### config.mk
export PLATFORM = sky130hd
export DESIGN_NAME = apb_master
export DESIGN_NICKNAME = d
export VERILOG_FILES = /design/src/rtl/apb_master.sv
export SDC_FILE = /design/constraint.sdc
export NUM_CORES = 1
export LEC_CHECK = 0
export ABC_CLOCK_PERIOD_IN_PS = 2100
export BUFFER_PORTS_ARGS = -buffer_cell sky130_fd_sc_hd__buf_2
export CORE_MARGIN = 2
export CORE_UTILIZATION = 50
export CTS_BUF_LIST = sky130_fd_sc_hd__clkbuf_8
export DETAILED_ROUTE_END_ITERATION = 8
export GPL_ROUTABILITY_DRIVEN = 1
export PLACE_DENSITY = 0.84
export SLEW_MARGIN = 20
export SYNTH_ARGS = -nofsm -noshare
export SYNTH_HDL_FRONTEND = slang
export SYNTH_SLANG_ARGS = --single-unit
### constraint.sdc
create_clock -name pclk -period 2.1 [get_ports pclk]
set_clock_uncertainty 0.1 [all_clocks]
set_input_delay 0 -clock pclk [delete_from_list [all_inputs] [get_ports pclk]]
set_output_delay 0 -clock pclk [all_outputs]
set_load 0.005 [all_outputs]
### src/rtl/apb_master.sv
// apb_master: single-outstanding load/store to APB initiator with store lane steering and load extension.
// Define APB_MASTER_TIMEOUT_EN to abort ACCESS after TIMEOUT cycles without pready.
module apb_master #(
    parameter int ADDR_WIDTH = 32,
    parameter int DATA_WIDTH = 32,
    parameter int TIMEOUT    = 16
) (
    input  logic                  pclk,
    input  logic                  presetn,
    input  logic                  req_valid,
    output logic                  req_ready,
    input  logic [ADDR_WIDTH-1:0] req_addr,
    input  logic [DATA_WIDTH-1:0] req_wdata,
    input  logic                  req_write,
    input  logic [1:0]            req_size,
    input  logic                  req_unsigned,
    output logic                  resp_valid,
    output logic [DATA_WIDTH-1:0] resp_rdata,
    output logic                  resp_err,
    output logic [ADDR_WIDTH-1:0] paddr,
    output logic [DATA_WIDTH-1:0] pdata,
    input  logic [DATA_WIDTH-1:0] prdata,
    output logic                  psel,
    output logic                  penable,
    output logic                  pwrite,
    output logic [3:0]            pstb,
    input  logic                  pready,
    input  logic                  perr
);
    typedef enum logic [1:0] {IDLE, SETUP, ACCESS} state_t;
    state_t state, state_nx;
    logic [1:0] size_q;
    logic uns_q, accept, legal, timeout;
    logic [3:0] mask;
    logic [DATA_WIDTH-1:0] ext;
    assign req_ready = (state == IDLE) && presetn;
    assign accept    = req_valid && req_ready;
    assign legal     = req_size != 2'b11;
    assign psel      = state != IDLE;
    assign penable   = state == ACCESS;
    assign mask      = req_size == 2'b00 ? 4'b0001 : req_size == 2'b01 ? 4'b0011 : 4'b1111;
    assign ext = size_q == 2'b00 ? {{24{!uns_q && prdata[7]}}, prdata[7:0]} :
                 size_q == 2'b01 ? {{16{!uns_q && prdata[15]}}, prdata[15:0]} : prdata;
`ifdef APB_MASTER_TIMEOUT_EN
    localparam int CW = $clog2(TIMEOUT + 1);
    logic [CW-1:0] cnt;
    // cnt is held at zero outside ACCESS, so it restarts on every entry
    assign timeout = (state == ACCESS) && !pready && (cnt == CW'(TIMEOUT - 1));
    always_ff @(posedge pclk) begin
        if (!presetn || state != ACCESS) cnt <= '0;
        else cnt <= cnt + 1'b1;
    end
`else
    logic unused_timeout;
    assign unused_timeout = ^TIMEOUT;
    assign timeout = 1'b0;
`endif
    always_ff @(posedge pclk) begin
        state <= presetn ? state_nx : IDLE;
    end
    always_comb begin
        state_nx = state;
        case (state)
            IDLE:    state_nx = accept && legal ? SETUP : IDLE;
            SETUP:   state_nx = ACCESS;
            ACCESS:  state_nx = pready || timeout ? IDLE : ACCESS;
            default: state_nx = IDLE;
        endcase
    end
    always_ff @(posedge pclk) begin
        if (!presetn) begin
            paddr      <= '0;
            pdata      <= '0;
            pstb       <= 4'b0000;
            pwrite     <= 1'b0;
            size_q     <= 2'b00;
            uns_q      <= 1'b0;
            resp_valid <= 1'b0;
            resp_err   <= 1'b0;
            resp_rdata <= '0;
        end else begin
            resp_valid <= 1'b0;
            resp_err   <= 1'b0;
            if (accept && legal) begin
                paddr  <= req_addr;
                pwrite <= req_write;
                pdata  <= req_write ? req_wdata << {req_addr[1:0], 3'b000} : '0;
                pstb   <= req_write ? 4'(mask << req_addr[1:0]) : 4'b0000;
                size_q <= req_size;
                uns_q  <= req_unsigned;
            end
            if ((accept && !legal) || timeout) begin
                resp_valid <= 1'b1;
                resp_err   <= 1'b1;
                resp_rdata <= '0;
            end else if (state == ACCESS && pready) begin
                resp_valid <= 1'b1;
                resp_err   <= perr;
                resp_rdata <= perr || pwrite ? '0 : ext;
            end
        end
    end
endmodule

==> results.py <==
metrics = {
    "worst_setup_path": {
        "arrival_ns": 2.16,
        "cp-start-kind": "input pin",
        "cp_cell_sequence": "dlygate4sd3_1 > buf_2 > nor2b_2 > a2bb2oi_1 > dlygate4sd3_1 > o22ai_1",
        "cp_num_buf_inv": 3,
        "cp_slowest_stage_delay_ns": 0.58,
        "worstSetupPathType": "in2reg",
        "critPathMaxFanout": 14,
        "slowest_stage": "dlygate4sd3_1",
        "cp.required_ns": 2.29,
        "critPathTopFamily": "buffers and inverters",
        "endpoint_kind": "register",
        "path_common_cell": "dlygate4sd3_1",
    },
    "power_and_ir_drop": {
        "leakage_nw": 3.07,
        "vdd_drop_max_mv": 0.352,
        "powerDensity_mw_per_mm2": 617,
    },
    "global_route": {
        "grt_use_met2_pct": 59.5,
        "use_met3_pct": 8.75,
        "track_usage_pct": 33.7,
        "grt_overflow": 0,
        "grt_pass1_vias": 5641,
        "use_met1_pct": 38.3,
        "grt_pass1_wl_microns": 27900,
        "grt_max_degree": 59,
        "top_usage_layer": "met2",
        "antenna_found_initial": 0,
    },
    "placed_design": {
        "port_buffers": 210,
        "pre_cts_slack_ns": 0.392,
        "placed_area_sq_mm": 0.00588,
        "hpwl_microns": 10300,
        "gp_congestion": 0.843,
    },
    "timing": {
        "setup_ws_ns": 0.129,
        "worst_pin_slew_ns": 0.984,
        "maxSlewViolCount": 0,
        "fmaxAchievable_mhz": 507,
        "min_period_ns": 1.97,
        "max-slew-margin-rel_pct": 34.3,
        "tns_ns": 0,
        "setup_viol": 0,
        "rsz0062_at_grt": "false",
        "min_period_over_period_pct": 93.9,
        "finalHoldViolCount": 0,
    },
    "logic_synthesis": {
        "synth_compound_area_share_pct": 23.3,
        "synth_seq_cells": 108,
        "ys_warn_count": 0,
        "syn_area_per_cell_sq_um": 8.73,
        "syn_area_sq_mm": 0.00486,
        "ys_types": 45,
        "synth_top_area_share_pct": 44.4,
        "muxShareOfSynthArea_pct": 7.02,
        "ys_async_sr_fraction_pct": 0,
        "synth_edf_count": 0,
        "synth_top_family_by_area": "compound AO/OA/AOI/OAI gates",
        "synthSimpleGateAreaFrac_pct": 18.1,
        "synthAdderAreaFrac_pct": 0,
        "yosys-top-cells-area": "dfxtp_1 (44%), nand3_1 (7.7%), a21oi_1 (7.4%), mux2i_1 (4.9%), o21ai_0 (4.9%)",
        "synth_seq_area_share_pct": 44.4,
        "ys.flop_type": "dfxtp_1",
        "synth_fp_nets": 662,
        "synth_cells": 557,
        "synth_top_cell_by_area": "dfxtp_1",
        "synthXorXnorAreaFrac_pct": 0,
    },
    "clocking": {
        "path_clk_slew_ns": 0.11,
        "post-cts-setup-buffers": 0,
        "htree_levels": 3,
        "cts_tree": "done",
        "cts.sink_count": 108,
        "clockBufferDepth": 2,
        "clock_latency_ns": 0.36,
        "cts-root-buf": "clkbuf_8",
        "cts_inserted_buffers": 9,
    },
    "floorplan": {
        "rows": 35,
        "core-area_sq_mm": 0.00933,
        "die_area_sq_mm": 0.0105,
        "die_y_microns": 103,
        "die_w_microns": 103,
        "io_pins": 211,
        "initial_core_util_pct": 52.2,
    },
    "finish": {
        "fillers": 652,
        "fin_nets": 933,
        "utilization_pct": 76.0,
        "drive_above_1_share_pct": 31.9,
        "final_area_sq_mm": 0.00709,
        "antennaDiodeCount": 0,
        "area_delta_synth_final_pct": 45.8,
    },
    "run": {
        "maxCapViolations": 0,
    },
    "drt": {
        "drc": 0,
        "ant_nets": 0,
        "drtPass1Iterations": 5,
        "drt_iter0_markers": 323,
        "totalWireLength_microns": 18500,
        "viasPerCell": 5.99,
        "vias": 5763,
        "wl_per_cell_microns": 19.2,
    },
    "status": {
        "status": "finished clean",
    },
    "worst_hold_path": {
        "holdCritPathClass": "in2reg",
    },
}
## timing repair
item / CTS / global route
gates resized for setup: 0 / 1
endpoints found under the hold margin: 94 / 0
hold buffers: 98 / 0
setup endpoints to repair: 0 / 2
## worst paths after layout
path             startpoint        endpoint  slack [ns]  cells past startpoint
max             req_addr[0]       pdata[21]        0.13                      6
min           req_wdata[19]       pdata[27]        0.02                      4
max reg2reg        state[0]       pdata[20]        0.35                      4
min reg2reg  resp_rdata[12]  resp_rdata[12]        0.36                      2
## synthesized netlist by cell type (2+ instances only)
| master | instances |
|---|---|
| nor3_1 | 2 |
| buf_1 | 5 |
| mux2i_1 | 24 |
| nand2b_1 | 18 |
| o2111ai_1 | 9 |
| buf_4 | 5 |
| nor2_2 | 2 |
| clkbuf_1 | 27 |
| nand3_1 | 75 |
| mux2_2 | 9 |
| inv_1 | 2 |
| nand4_1 | 18 |
| o22ai_1 | 24 |
| o21ai_1 | 6 |
| a21oi_1 | 72 |
| nand2_1 | 26 |
| nor2b_1 | 4 |
| o21ai_0 | 48 |
| a2bb2oi_1 | 8 |
| dfxtp_1 | 108 |
| a32o_1 | 8 |
| nor2_1 | 4 |
| buf_2 | 17 |
| buf_6 | 7 |
| or2_2 | 2 |
| o21bai_1 | 8 |
## cell usage in the layout, fill, tap and decap left out, drive strengths merged, types with 2 or more instances in the layout
cell | Yosys | final
dfxtp | 108 | 108
nand2b | 18 | 18
dlygate4sd3 | 0 | 98
buf | 35 | 224
nand2 | 27 | 27
mux2i | 24 | 24
o22ai | 24 | 24
o21ai | 55 | 55
nand3 | 76 | 76
mux2 | 9 | 9
or2 | 2 | 2
bufinv | 0 | 2
a2bb2oi | 8 | 8
a22oi | 2 | 2
a32o | 8 | 8
nor3 | 2 | 2
nor2 | 6 | 6
nand4 | 18 | 18
a21oi | 72 | 72
o2111ai | 9 | 9
inv | 3 | 5
clkbuf | 27 | 10
o21bai | 8 | 8
nor2b | 4 | 4
## where the power goes
group          internal [mW]  total, mW  switching [mW]  leakage [nW]
Combinational          0.379      0.782           0.403          2.08
Clock                  0.716       1.45           0.734         0.113
Sequential              2.11       2.14          0.0372         0.875
## cell type report
type / count / area, sq um / area share (%)
clock buffer: 10 / 138 / 1.94
clock inverter: 6 / 93.8 / 1.32
inverter: 3 / 11.3 / 0.159
multi-input combinational: 384 / 2360 / 33.3
sequential: 108 / 2160 / 30.5
tap: 129 / 161 / 2.28
timing repair buffer: 322 / 2160 / 30.5
## state kept, by name, summed over array words and instances (netlist names)
register	count
pwrite	1
pstb	4
uns_q	1
resp_valid	1
pdata	32
resp_rdata	32
size_q	2
state	2
paddr	32
resp_err	1
## layer usage
layer,wire (microns),part of all wire (%)
met1,6670,36
met2,9250,50
met3,1720,9.3
met4,804,4.4
met5,0,0
## through the flow
step                      power [mW]  instances  hold WS [ns]
after detailed placement        2.78        848         0.160
after global placement          2.76        848         0.155
after CTS                       4.35        962     0.0000166
after floorplan                 2.54        557        0.0477
final                           4.38        962        0.0171
after global routing            4.53        962       0.00646
## worst register-to-register path: cells and delay by family, from the launching register on
kind                   cells  cell delay (ns)
AOI/OAI and AO/OA          1             0.19
buffers and inverters      1             0.34
DFF                        1             0.37
and+or+nand+nor            2             0.67
## cell families (layout without fill, tap and decap cells)
kind of cell	Yosys count	after routing
AO/OA/AOI/OAI	190	190
AND/OR/NAND/NOR	161	161
flip-flops	108	108
buffers and inverters	65	341
multiplexers	33	33
Power figures use the tool's default switching activity.
